**src/rtl/serial_add_ctrl.sv**
```systemverilog
// Bit-serial add/subtract sequencer: one full-adder cell reused across WIDTH
// clock cycles, LSB first, with valid/ready handshakes on operands and result.
//
//   state | meaning
//   ------+-----------------------------------------------------------
//   IDLE  | ready for operands; last result still presented on s/cout/ovf
//   RUN   | processing one bit per clock, counter tracks the bit index
//   DONE  | result valid, held until out_ready
module serial_add_ctrl #(
    parameter int WIDTH = 8
) (
    input  logic             clk,
    input  logic             rst,
    input  logic             in_valid,
    output logic             in_ready,
    input  logic [WIDTH-1:0] a,
    input  logic [WIDTH-1:0] b,
    input  logic             sub,
    output logic             out_valid,
    input  logic             out_ready,
    output logic [WIDTH-1:0] s,
    output logic             cout,
    output logic             ovf,
    output logic             busy
);

    localparam int CW = (WIDTH > 1) ? $clog2(WIDTH) : 1;
    localparam logic [CW-1:0] LAST = CW'(WIDTH - 1);

    typedef enum logic [1:0] {
        IDLE = 2'd0,
        RUN  = 2'd1,
        DONE = 2'd2
    } state_t;

    state_t state, state_nxt;

    logic [WIDTH-1:0] ra, rb, res;
    logic [CW-1:0]    cnt;
    logic             carry;
    logic             cout_r, ovf_r;

    // Full adder built from two half adders and an OR.
    logic ha0_s, ha0_c, ha1_s, ha1_c, fa_c;

    always_comb begin
        ha0_s = ra[0] ^ rb[0];
        ha0_c = ra[0] & rb[0];
        ha1_s = ha0_s ^ carry;
        ha1_c = ha0_s & carry;
        fa_c  = ha0_c | ha1_c;
    end

    always_ff @(posedge clk) begin
        if (rst) state <= IDLE;
        else     state <= state_nxt;
    end

    always_comb begin
        state_nxt = state;
        in_ready  = 1'b0;
        out_valid = 1'b0;
        busy      = 1'b0;
        case (state)
            IDLE: begin
                in_ready = 1'b1;
                if (in_valid) state_nxt = RUN;
            end
            RUN: begin
                busy = 1'b1;
                if (cnt == LAST) state_nxt = DONE;
            end
            DONE: begin
                busy      = 1'b1;
                out_valid = 1'b1;
                if (out_ready) state_nxt = IDLE;
            end
            default: state_nxt = IDLE;
        endcase
    end

    always_ff @(posedge clk) begin
        if (rst) begin
            ra     <= '0;
            rb     <= '0;
            res    <= '0;
            cnt    <= '0;
            carry  <= 1'b0;
            cout_r <= 1'b0;
            ovf_r  <= 1'b0;
        end else begin
            case (state)
                IDLE: begin
                    if (in_valid) begin
                        ra    <= a;
                        rb    <= b ^ {WIDTH{sub}};
                        carry <= sub;
                        cnt   <= '0;
                    end
                end
                RUN: begin
                    ra    <= {1'b0, ra[WIDTH-1:1]};
                    rb    <= {1'b0, rb[WIDTH-1:1]};
                    res   <= {ha1_s, res[WIDTH-1:1]};
                    carry <= fa_c;
                    cnt   <= cnt + 1'b1;
                    // carry still holds the carry into the MSB on the last bit
                    if (cnt == LAST) begin
                        cout_r <= fa_c;
                        ovf_r  <= carry ^ fa_c;
                    end
                end
                default: ;
            endcase
        end
    end

    assign s    = res;
    assign cout = cout_r;
    assign ovf  = ovf_r;

endmodule

```
**config.mk**
```make
export PLATFORM = sky130hd
export DESIGN_NAME = serial_add_ctrl
export DESIGN_NICKNAME = d
export VERILOG_FILES = /design/src/rtl/serial_add_ctrl.sv
export SDC_FILE = /design/constraint.sdc
export NUM_CORES = 1
export LEC_CHECK = 0
export BUFFER_PORTS_ARGS = -buffer_cell sky130_fd_sc_hd__buf_2
export CAP_MARGIN = 20
export CORE_MARGIN = 10
export CORE_UTILIZATION = 45
export CTS_CLUSTER_SIZE = 8
export DETAILED_ROUTE_END_ITERATION = 8
export PLACE_DENSITY = 0.67
export SETUP_SLACK_MARGIN = 0.2
export SLEW_MARGIN = 25
export SYNTH_ARGS = -nofsm -noshare
export SYNTH_HDL_FRONTEND = slang
export SYNTH_SLANG_ARGS = --single-unit
```
**constraint.sdc**
```tcl
create_clock -name clk -period 3.25 [get_ports clk]
set_input_delay 0.1625 -clock clk [delete_from_list [all_inputs] [get_ports clk]]
set_output_delay 0.1625 -clock clk [all_outputs]
set_load 0.01 [all_outputs]
```
# Yosys cells after proc, flatten, opt, wreduce, memory -nomap -nowiden
# Index checks and enable logic that the tools add are counted.
[totals]
inputBits = 21
ff_bits = 32
wordCells = 43
out_inout_bits = 13
[op_classes]
muxes = 15
add_sub_neg = 1
n_bitwise = 7
n_reduce_logical = 6
n_eq_ne = 6
[op_table]
columns = ["op", "n"]
rows = [
  ["$pmux 8 s2", 2],
  ["$mux 8", 2],
  ["$xor 8x8->8", 1],
  ["$mux 2", 3],
  ["$ne 2x2->1 const B", 3],
  ["$pmux 2 s3", 1],
  ["$pmux 3 s2", 1],
  ["$mux 1", 4],
  ["$reduce_and 2->1", 2],
  ["$add 3x1->3 const B", 1],
  ["$eq 3x3->1 const B", 1],
  ["$mux 3", 1],
  ["$reduce_and 3->1", 1],
  ["$xor 1x1->1", 3],
  ["$and 1x1->1", 2],
  ["$eq 2x1->1 const B", 1],
  ["$eq 2x2->1 const B", 1],
  ["$logic_not 2->1", 1],
  ["$pmux 1 s2", 1],
  ["$reduce_bool 2->1", 1],
  ["$reduce_or 2->1", 1],
  ["$or 1x1->1", 1],
]

# Logic depth before layout (Yosys ltp)
[logic_depth]
word_depth = 4
mapped_depth = 7
depth_no_buf = 5

# Worst setup path before layout
# No wires, ideal clock.
[synth_timing]
path_kind = "flip-flop to flip-flop"
start = "register state[0]"
end = "register ra[4]"
setup_time_ps = 137
synth_period_minus_slack_ps = 1479
n_path_buf = 1
path_slack_ps = 1771
stages_incl_launch_ff = 7
t_required_ps = 3113
arrival_ps = 1342
path_cell_list = "dfxtp_1 > inv_1 > ha_1 > mux2_4 > buf_4 > nor2_1 > a211oi_2"
[synth_via]
elab_chain_len = 3
word_cells_on_any_way = 6
classes_between = "eq/ne: 2; mux: 1; reduce/logical: 3"
[synth_rtl]
columns = ["item", "line", "rtl"]
rows = [
  ["start, declared", "36", "state_t state, state_nxt;"],
  ["start signal, assigned", "56", "else state <= state_nxt;"],
  ["$eq 2x1->1 / $logic_not 2->1 (equally long branches)", "92", "case (state)"],
  ["$reduce_bool 2->1 (no line) / $ne 2x2->1 (equally long branches)", "n/a", ""],
  ["$reduce_and 2->1 (no line)", "n/a", ""],
  ["end signal, assigned", "102", "ra <= {1'b0, ra[WIDTH-1:1]};"],
  ["end, declared", "38", "logic [WIDTH-1:0] ra, rb, res;"],
]
# Several ways; a longest one is shown, not always the timed one.
# A chain may end at the register's enable or synchronous reset.

# Worst setup path after layout
[layout_timing]
start = "register state[1]"
end = "register rb[5]"
[layout_via]
elab_chain_len = 3
word_cells_on_any_way = 6
classes_between = "eq/ne: 2; mux: 1; reduce/logical: 3"
[layout_rtl]
columns = ["item", "line", "rtl"]
rows = [
  ["$eq 2x1->1 / $logic_not 2->1 (equally long branches)", "92", ""],
  ["$reduce_bool 2->1 (no line) / $ne 2x2->1 (equally long branches)", "n/a", ""],
  ["$reduce_and 2->1 (no line)", "n/a", ""],
  ["end signal, assigned", "96", "rb <= b ^ {WIDTH{sub}};"],
  ["end signal, assigned", "103", "rb <= {1'b0, rb[WIDTH-1:1]};"],
  ["end, declared", "38", ""],
]
# Several ways; a longest one is shown, not always the timed one.

==> PnR_summary.wiki <==
{| class="wikitable"
! Metric !! Value
|-
| Avg Inst Size Synth || roughly 9.6 um^2
|-
| Width of the chip || 78.5 um
|-
| Number of placed cells counting well taps || between 200 and 250
|-
| Classification of the worst setup path || register to register
|-
| H-tree depth reported by CTS || 2
|-
| Number of CTS-inserted buffers || 5
|-
| Crit path largest cell delay || between 0.4 and 0.5 ns
|-
| Worst Path Arrival || 2.13 ns
|-
| Clock Latency Late Sink || 0.33 ns
|-
| Endpoint class of the critical path || register
|-
| Die Outline Area || 0.00616 mm^2
|-
| Ratio of routed vias to standard cells || 5.00
|-
| Cell depth of the worst hold path || 3
|-
| Maximum capacitance violations || 0
|-
| Ordered list of cells on the worst path || inv_1, ha_2, buf_4, mux2_4, o211ai_1, a21oi_1
|-
| Final-report setup violation count || 0
|-
| Violation count after the first detailed-routing iteration || 65
|-
| Row Count || 21
|-
| Clk sink count || 32
|-
| Library cells used by synthesis || 29
|-
| Max VDD drop || 0.353 mV
|-
| Worst Tran Pin Value || 0.620 ns
|-
| Cells after synthesis || 161
|-
| CTS resizes || 0
|-
| Detailed-placement wirelength estimate || approximately 2300 um
|-
| # fillers || between 300 and 400
|-
| GRT overflow || 0
|-
| Slowest cell on the critical path || sky130_fd_sc_hd__buf_4
|-
| Total global routing track utilization || 0.112
|-
| Clock Tree Root || sky130_fd_sc_hd__clkbuf_4
|-
| Synthesis-to-layout area growth || 15.0%
|-
| I/O pin total || 34
|-
| Share of final-layout standard cells stronger than drive strength 1 || 0.260
|-
| Largest cells by area after synthesis || sky130_fd_sc_hd__dfxtp_1, sky130_fd_sc_hd__mux2i_1, sky130_fd_sc_hd__nor2_1
|-
| Total setup buffers inserted after CTS || 0
|-
| Net count after synthesis || between 150 and 200
|-
| PD cells || around 640 mW/mm^2
|-
| Non-filler instance count after layout || 238
|-
| Wire length per cell || approximately 13 um
|-
| Slew Limit Fails || 0
|-
| Clock-pin transition on the worst setup and hold timing paths || around 0.1 ns
|-
| Diode insertion count for antenna repair || 0
|-
| Class of the tightest hold or removal check || primary input to register
|-
| Synthesis warning total || 0
|-
| Cell leakage power || around 0.75 nW
|-
| Height of the die || about 80 um
|-
| Count of final hold-check violations || 0
|-
| Ratio of final minimum period to clock period || 0.574
|-
| Register bit total from synthesis || 32
|-
| Total number of cells along the worst setup path || 6
|-
| R2R depth || 6
|-
| Total Neg Setup Slack || 0 ns
|-
| Antenna violations before repair || 0
|-
| DRC violations left || 0
|-
| Cell area after synthesis || about 0.0015 mm^2
|-
| Relative slew slack || 0.579
|-
| Total number of nets in the final design || about 220
|-
| Area of the core || ~0.0033 mm^2
|-
| Detailed Route WL || about 3200 um
|-
| Post-DRT Antenna Nets || 0
|-
| Area share of the largest cell type after synthesis || 0.417
|-
| Clock tree buffer depth || 2
|-
| Fraction of the yosys area taken by sequential cells || 0.417
|-
| Via count of the first global-routing pass || 1322
|-
| Clock tree from TritonCTS || done
|-
| Required arrival time at the worst endpoint || between 3 and 4 ns
|-
| Starting utilization of the core area || 0.464
|-
| Weighted congestion at the end of routability-driven global placement || 0.753
|-
| Startpoint class of the critical path || register
|-
| Critical path fanouts, max || slightly above 40
|-
| Area used by multi-input combinational logic || ~820 um^2
|-
| Number of search-and-repair iterations in the first detailed-routing pass || 4
|-
| Number of vias after detailed routing || between 1000 and 1500
|-
| Unrepaired setup endpoints after global routing || false
|-
| Top delay family on crit path || buffers and inverters
|-
| Status || finished, final reports clean
|-
| Number of input and output port buffers inserted || 33
|-
| Post-layout min period || approximately 1.9 ns
|-
| Hold-fix buffers at CTS || 0
|-
| Largest area contributor in the synthesized netlist || sky130_fd_sc_hd__dfxtp_1
|-
| Global-route wire length before repair || 5690 um
|-
| Sequential cell area || approximately 640 um^2
|-
| Pin count of the biggest net entering global routing || 42
|-
| Worst clock skew || slightly above 0.009 ns
|-
| Buffers & Inverters on Critical Path || 2
|-
| Peak clock frequency supported by timing || around 540 MHz
|}
==> where the power goes <==
group / total (mW) / switching (mW) / leakage, nW / internal, mW
combinational: 0.402 / 0.227 / 0.452 / 0.175
clock: 0.238 / 0.135 / 0.0380 / 0.103
sequential: 0.493 / 0.0369 / 0.262 / 0.456
==> routing by layer <==
layer | track usage | vias up | wire length (um)
li1 | - | 617 | -
met1 | 0.122 | 540 | 1400
met2 | 0.185 | 26 | 1530
met3 | 0.0490 | 7 | 205
met4 | 0.0538 | 0 | 61
met5 | 0 | - | 0
==> stage by stage <==
step | power, mW | hold WS [ns] | utilization | instance area [um^2] | setup WS [ns]
2_1_floorplan | 0.839 | 0.326 | - | 1540 | 1.77
3_3_place_gp | 0.885 | 0.437 | 0.514 | 1700 | 1.39
3_5_place_dp | 0.903 | 0.443 | 0.514 | 1700 | 1.30
4_1_cts | 1.14 | 0.0864 | 0.533 | 1760 | 1.29
5_1_grt | 1.22 | 0.0991 | 0.534 | 1770 | 1.18
6_report | 1.13 | 0.0925 | 0.534 | 1770 | 1.39
==> cells by family after synthesis <==
group	Yosys count	share of synthesized area
AOI/OAI and AO/OA	32	0.155
xor gates and xnor gates	9	0.0513
adders and majority gates	6	0.0537
buffers and inverters	15	0.0537
DFF	32	0.417
muxes	19	0.127
and+or+nand+nor	48	0.142
==> flip-flops by register name, indices dropped and copies added, names as in the netlist <==
| signal | flops |
|---|---|
| carry | 1 |
| cnt | 3 |
| cout | 1 |
| ovf | 1 |
| ra | 8 |
| rb | 8 |
| s | 8 |
| state | 2 |
==> Yosys cell counts (all sizes together) <==
master / n
o211ai: 7
buf: 8
inv: 4
a211oi: 9
nor3: 1
nor2: 19
or2b: 1
fa: 1
nand3: 1
or3: 1
dfxtp: 32
o311a: 1
nand2: 14
o31ai: 1
xnor2: 1
ha: 5
mux2: 1
mux2i: 18
a21oi: 12
nor2b: 2
nand2b: 7
nand3b: 2
clkbuf: 3
a32oi: 2
xor2: 8
==> cells in the final DEF (no fill, tap or decap) <==
cell type | netlist | layout
sky130_fd_sc_hd__clkbuf_8 | 0 | 1
sky130_fd_sc_hd__nor2_1 | 19 | 19
sky130_fd_sc_hd__or3_1 | 1 | 1
sky130_fd_sc_hd__inv_1 | 4 | 4
sky130_fd_sc_hd__ha_2 | 0 | 1
sky130_fd_sc_hd__a211oi_1 | 5 | 5
sky130_fd_sc_hd__xor2_1 | 8 | 8
sky130_fd_sc_hd__o31ai_1 | 1 | 1
sky130_fd_sc_hd__xnor2_1 | 1 | 1
sky130_fd_sc_hd__mux2i_2 | 0 | 1
sky130_fd_sc_hd__clkbuf_4 | 0 | 5
sky130_fd_sc_hd__o211ai_1 | 7 | 7
sky130_fd_sc_hd__buf_4 | 4 | 1
sky130_fd_sc_hd__nand3b_1 | 2 | 2
sky130_fd_sc_hd__nor2b_1 | 2 | 2
sky130_fd_sc_hd__a211oi_2 | 4 | 4
sky130_fd_sc_hd__o311a_1 | 1 | 1
sky130_fd_sc_hd__nand3_1 | 1 | 1
sky130_fd_sc_hd__or2b_1 | 1 | 1
sky130_fd_sc_hd__a21oi_1 | 11 | 11
sky130_fd_sc_hd__nand2_1 | 14 | 14
sky130_fd_sc_hd__a32oi_1 | 2 | 2
sky130_fd_sc_hd__clkinv_2 | 0 | 2
sky130_fd_sc_hd__mux2_4 | 1 | 1
sky130_fd_sc_hd__nor3_1 | 1 | 1
sky130_fd_sc_hd__mux2i_1 | 18 | 17
sky130_fd_sc_hd__dfxtp_1 | 32 | 32
sky130_fd_sc_hd__buf_2 | 3 | 33
sky130_fd_sc_hd__nand2b_1 | 7 | 7
sky130_fd_sc_hd__a21oi_2 | 1 | 1
sky130_fd_sc_hd__fa_1 | 1 | 1
sky130_fd_sc_hd__ha_1 | 5 | 4
==> cell type report <==
cell class	count	share of cell area
sequential	32	0.362
inverter	4	0.00849
clock inverter	2	0.00566
clock buffer	6	0.0290
multi-input combinational	114	0.464
timing repair buffer	34	0.0977
tap	46	0.0326
==> path summary, 6_finish.rpt <==
check	start	end	slack, ns
worst max-delay path	state[1]$_SDFFE_PP0P_	rb[5]$_SDFFE_PP0P_	1.39
worst min-delay path	a[7]	ra[7]$_SDFFE_PP0P_	0.09
worst max register to register	state[1]$_SDFFE_PP0P_	rb[5]$_SDFFE_PP0P_	1.39
worst min register to register	rb[2]$_SDFFE_PP0P_	rb[2]$_SDFFE_PP0P_	0.46
==> worst register-to-register path: stages (launching register included) <==
cell	delay, ns
sky130_fd_sc_hd__dfxtp_1	0.32
sky130_fd_sc_hd__inv_1	0.09
sky130_fd_sc_hd__ha_2	0.19
sky130_fd_sc_hd__buf_4	0.43
sky130_fd_sc_hd__mux2_4	0.43
sky130_fd_sc_hd__o211ai_1	0.17
sky130_fd_sc_hd__a21oi_1	0.18
Power figures use the tool's default switching activity.
